===== config.mk =====
export PLATFORM = sky130hd
export DESIGN_NAME = gen_processing_element
export DESIGN_NICKNAME = d
export VERILOG_FILES = /design/src/rtl/pe_pkg.sv /design/src/rtl/pe_delay_line.sv /design/src/rtl/gen_processing_element.sv
export SDC_FILE = /design/constraint.sdc
export NUM_CORES = 1
export LEC_CHECK = 0
export ABC_CLOCK_PERIOD_IN_PS = 8700
export CAP_MARGIN = 20
export CORE_MARGIN = 4
export CORE_UTILIZATION = 63
export CTS_CLUSTER_DIAMETER = 50
export DETAILED_ROUTE_END_ITERATION = 16
export PLACE_DENSITY_LB_ADDON = 0.05
export SYNTH_ARGS = -nofsm -noshare
export SYNTH_HDL_FRONTEND = slang
export SYNTH_SLANG_ARGS = --single-unit

===== constraint.sdc =====
create_clock -name i_clk -period 8.7 [get_ports i_clk]
set_clock_uncertainty 0.05 [all_clocks]
set_input_delay 2.175 -clock i_clk [delete_from_list [all_inputs] [get_ports i_clk]]
set_output_delay 2.175 -clock i_clk [all_outputs]
set_load 0.02 [all_outputs]

===== src/rtl/pe_pkg.sv =====
// Shared widths and arithmetic helpers for the processing-element array.
package pe_pkg;

  localparam int XW_DEF  = 8;
  localparam int WW_DEF  = 8;
  localparam int BW1_DEF = 16;
  localparam int BW2_DEF = 17;

  function automatic int max_int(input int a, input int b);
    return (a > b) ? a : b;
  endfunction

  // Clamp a signed value into the range of a width-bit two's complement number.
  function automatic logic signed [63:0] sat_signed(input logic signed [63:0] value,
                                                    input int width);
    logic signed [63:0] hi;
    logic signed [63:0] lo;
    hi = (64'sd1 <<< (width - 1)) - 64'sd1;
    lo = -hi - 64'sd1;
    if (value > hi) return hi;
    if (value < lo) return lo;
    return value;
  endfunction

endpackage


===== src/rtl/pe_delay_line.sv =====
// Reset-to-zero shift register of depth L; L=0 degenerates to a wire.
module pe_delay_line
  import pe_pkg::*;
#(
  parameter int W = 17,
  parameter int L = 0
) (
  input  logic         i_clk,
  input  logic         i_rst,
  input  logic [W-1:0] d,
  output logic [W-1:0] q
);

  if (L == 0) begin : g_bypass
    assign q = d;
  end else begin : g_line
    for (genvar i = 0; i < L; i++) begin : g_stage
      logic [W-1:0] r;
      logic [W-1:0] prev;
      if (i == 0) begin : g_first
        assign prev = d;
      end else begin : g_next
        assign prev = g_line.g_stage[i-1].r;
      end
      always_ff @(posedge i_clk) begin
        if (i_rst) r <= '0;
        else       r <= prev;
      end
    end
    assign q = g_line.g_stage[L-1].r;
  end

endmodule


===== src/rtl/gen_processing_element.sv =====
// Pipelined signed MAC: o_psum = i_x * i_w + i_psum, depth D, saturating when BW2 is narrow.
module gen_processing_element
  import pe_pkg::*;
#(
  parameter int BW1 = BW1_DEF,
  parameter int BW2 = BW2_DEF,
  parameter int N   = 17,
  parameter int XW  = XW_DEF,
  parameter int WW  = WW_DEF,
  parameter int D   = 3
) (
  input  logic                  i_clk,
  input  logic                  i_rst,
  input  logic signed [XW-1:0]  i_x,
  input  logic signed [WW-1:0]  i_w,
  input  logic signed [BW1-1:0] i_psum,
  output logic signed [BW2-1:0] o_psum
);

  localparam int S = max_int(N, BW1) + 1;

  // The S-bit sum is exact; only the final fit to BW2 can lose range, and it clamps.
  function automatic logic signed [BW2-1:0] fit_out(input logic signed [S-1:0] v);
    if (BW2 >= S) return BW2'(v);
    return BW2'(sat_signed(64'(v), BW2));
  endfunction

  function automatic logic signed [N-1:0] mult(input logic signed [XW-1:0] x,
                                               input logic signed [WW-1:0] w);
    return N'(x) * N'(w);
  endfunction

  function automatic logic signed [BW2-1:0] add_fit(input logic signed [N-1:0]   prod,
                                                    input logic signed [BW1-1:0] psum);
    return fit_out(S'(prod) + S'(psum));
  endfunction

  if (D == 1) begin : g_d1
    logic signed [BW2-1:0] sum_p0;
    always_ff @(posedge i_clk) begin
      if (i_rst) sum_p0 <= '0;
      else       sum_p0 <= add_fit(mult(i_x, i_w), i_psum);
    end
    assign o_psum = sum_p0;
  end else begin : g_multi
    // stage p0: operand registers
    logic signed [XW-1:0]  x_p0;
    logic signed [WW-1:0]  w_p0;
    logic signed [BW1-1:0] psum_p0;
    always_ff @(posedge i_clk) begin
      if (i_rst) begin
        x_p0    <= '0;
        w_p0    <= '0;
        psum_p0 <= '0;
      end else begin
        x_p0    <= i_x;
        w_p0    <= i_w;
        psum_p0 <= i_psum;
      end
    end

    if (D == 2) begin : g_d2
      logic signed [BW2-1:0] sum_p1;
      always_ff @(posedge i_clk) begin
        if (i_rst) sum_p1 <= '0;
        else       sum_p1 <= add_fit(mult(x_p0, w_p0), psum_p0);
      end
      assign o_psum = sum_p1;
    end else begin : g_d3
      // stage p1: product, psum carried alongside
      logic signed [N-1:0]   prod_p1;
      logic signed [BW1-1:0] psum_p1;
      logic signed [BW2-1:0] sum_p2;
      always_ff @(posedge i_clk) begin
        if (i_rst) begin
          prod_p1 <= '0;
          psum_p1 <= '0;
        end else begin
          prod_p1 <= mult(x_p0, w_p0);
          psum_p1 <= psum_p0;
        end
      end
      // stage p2: saturated sum
      always_ff @(posedge i_clk) begin
        if (i_rst) sum_p2 <= '0;
        else       sum_p2 <= add_fit(prod_p1, psum_p1);
      end
      pe_delay_line #(.W(BW2), .L(D - 3)) u_delay (
        .i_clk (i_clk),
        .i_rst (i_rst),
        .d     (sum_p2),
        .q     (o_psum)
      );
    end
  end

endmodule


==> flow_summary.ini <==
[outcome]
status = finished clean

[power]
combPwrFrac_pct = 29.9
p_int_mw = 0.679
peakVddDrop_mv = 0.119
p_leak_nw = 2.90
p_sw_share_pct = 32.2
power_density_nw_per_um2 = 160
seqPwrFrac_pct = 42.5
p_sw_mw = 0.322
pwr-share-clk_pct = 27.6

[logic_synthesis]
yosys.area_share.xor_xnor_pct = 2.24
synthCells = 573
ys_types = 47
post-synth-top-area-cell = dfxtp_1
yosysTopAreaCellShare_pct = 29.6
synth-edff-count = 0
ys_seq_elements = 81
synthMuxAreaShare_pct = 1.58
synth.most_common_cell = inv_1
synthTopCellsByArea = dfxtp_1, fa_1, ha_1, nor2b_1, inv_1
netlist_top_cells_count = inv_1, dfxtp_1, nor2b_1
syn_area_um2 = 5470
syn_nets = 708
synth_compound_area_share_pct = 8.62
yosysWarnings = 0
ys_async_sr_fraction_pct = 0
synth_simple_gate_area_share_pct = 19.6
synth_fa_ha_area_share_pct = 30.8
synth_top_family_by_area = adder cells
yosys_most_used_dff = dfxtp_1
synth.avg_cell_area_um2 = 9.55
synth_seq_area_share_pct = 29.6

[final_layout]
antennaDiodeCount = 0
drive_above_1_share_pct = 4.93
finalInstanceArea_um2 = 6260
nets = 759
syn2layout_area_growth_pct = 14.4

[setup_path]
cp-start-kind = flop
critPathArrivalTime_ns = 4.89
r2r_slack_ns = 4.00
path_max_fanout = 8
critical_path_class = flop to flop
critPathCaptureType = flop
cp.required_ns = 8.89

[floorplan]
coreArea_um2 = 8340
die_h_um = 101
rows = 33
die_w_um = 101
initial_utilization_pct = 65.6
ios = 51
die_area_um2 = 10200

[route]
drt-initial-drc-count = 161
routed_wirelength_um = 10600
wire_per_inst_um = 14.5
drtAntennaViolNets = 0
vias = 3890
drc = 0
via_per_inst = 5.30
first_pass_iters = 4

[clock_tree]
cts_max_path_buffers = 2
post-cts-setup-buffers = 0
cts_made_buffers = 9
clock-root-buffer = clkbuf_8
path_clk_slew_ns = 0.09
cts_sinks = 81
postCtsHoldBufs = 0
clock_latency_ns = 0.35
cts_tree = yes
cts_htree_levels = 3
cts_resized = 0

[timing]
hold_violations = 0
worst_pin_slew_ns = 0.848
slew_violations = 0
max_freq_ghz = 0.213
finalSetupTns_ns = 0
slew_headroom_pct = 43.5
hold_ws_ns = 0.384
rsz0062_at_grt = no
period_needed_ns = 4.70
setup_viol = 0
finalCritPeriodShare_pct = 54.0

[global_routing]
track_usage_pct = 22.9
use_met2_pct = 39.2
gr-usage-met3_pct = 4.55
grt_max_degree = 90
grt_busiest_layer = met2
antenna_found_initial = 0
grt-ovfl-total = 0
grt_pass1_wl_um = 18500
grtUsageMet1_pct = 29.2
grt_pass1_vias = 4156

[job]
drv_cap = 0

[placement]
io_buffers = 50
place_area_um2 = 6060
gp_congestion = 0.891
place_hpwl_um = 8340

[min_path]
min_path_type = flop to flop
-- through the flow --
stage,setup WS [ns],util [%],power [mW],std cells
CTS,4.02,75.0,1.01,734
global placement,4.17,72.7,0.723,718
global route,3.71,75.0,1.07,734
detailed placement,4.07,72.7,0.732,718
finish,4.00,75.0,1.00,734
floorplan,4.41,-,0.645,573
-- worst paths after layout --
| path | depth (start not counted) | endpoint | start |
|---|---|---|---|
| worst min register to register | 1 | g_multi.g_d3.psum_p1[5]$_SDFF_PP0_ | g_multi.psum_p0[5]$_SDFF_PP0_ |
| worst min-delay path | 1 | g_multi.g_d3.psum_p1[5]$_SDFF_PP0_ | g_multi.psum_p0[5]$_SDFF_PP0_ |
| worst max register to register | 14 | g_multi.g_d3.prod_p1[14]$_SDFF_PP0_ | g_multi.x_p0[7]$_SDFF_PP0_ |
| worst max-delay path | 14 | g_multi.g_d3.prod_p1[14]$_SDFF_PP0_ | g_multi.x_p0[7]$_SDFF_PP0_ |
-- kinds of logic (layout without fill, tap and decap cells) --
family	after synthesis	in the layout
and+or+nand+nor	197	197
buffers and inverters	109	165
adders and majority gates	101	101
DFF	81	81
AOI/OAI and AO/OA	64	64
xor gates and xnor gates	14	14
muxes	7	7
-- layout by cell type (no fill, tap or decap), types with 2 or more instances in the layout --
cell type        synthesis  final
nor3_1                  11     11
nor2_1                  36     36
nand2_1                 24     24
and3_1                   4      4
o31a_1                   3      3
nand2b_1                 4      4
o21ai_0                 10     10
o211ai_1                 2      2
a31oi_1                  2      2
clkdlybuf4s50_1          0     49
o21ai_1                  2      2
a211oi_2                 2      2
clkbuf_8                 0      9
nor2b_1                 64     64
xor2_1                   3      3
a21o_1                   8      8
fa_1                    56     56
and2_1                  42     42
nand3_1                  5      5
ha_1                    45     45
nor3b_1                  2      2
nand4_1                  3      3
mux2_1                   2      2
a211oi_1                 2      2
clkinvlp_4               0      2
dfxtp_1                 81     81
inv_1                   98     98
mux2_2                   3      3
a21oi_1                 14     14
mux2_4                   2      2
xnor2_1                 11     11
o21a_1                   7      7
-- layout make-up --
class | instances | area, um2
multi-input combinational | 383 | 3440
fill | 605 | 2080
sequential | 81 | 1620
timing repair buffer | 51 | 503
inverter | 98 | 368
tap | 105 | 131
clock buffer | 10 | 128
clock inverter | 6 | 67.6
-- power by group through the flow --
stage / registers (mW) / clock network [mW] / logic (mW)
after floorplan: 0.442 / 0 / 0.203
after global placement: 0.434 / 0 / 0.289
after detailed placement: 0.434 / 0 / 0.298
after CTS: 0.426 / 0.286 / 0.302
after global routing: 0.430 / 0.299 / 0.342
final: 0.425 / 0.276 / 0.300
-- critical path, cell delays in order (launching register included) --
cell and delay (ns):
dfxtp_1 0.47, nand2_1 0.16, inv_1 0.14, fa_1 0.52, inv_1 0.19, fa_1 0.47, fa_1 0.53, fa_1 0.54
inv_1 0.04, ha_1 0.35, a21o_1 0.21, a21oi_1 0.24, nand2_1 0.11, a31oi_1 0.22, mux2_2 0.36
-- per-layer routing --
layer  wire, um  part of all wire [%]
met2       5330                    50
met4        167                   1.6
met5          0                     0
met1       4570                    43
met3        545                   5.1
-- state kept, by name (all words and copies together) (netlist names) --
signal,cells
g_multi.g_d3.psum_p1,16
g_multi.psum_p0,16
g_multi.g_d3.sum_p2,17
g_multi.w_p0,8
g_multi.x_p0,8
g_multi.g_d3.prod_p1,16
(Power assumes the default switching activity.)
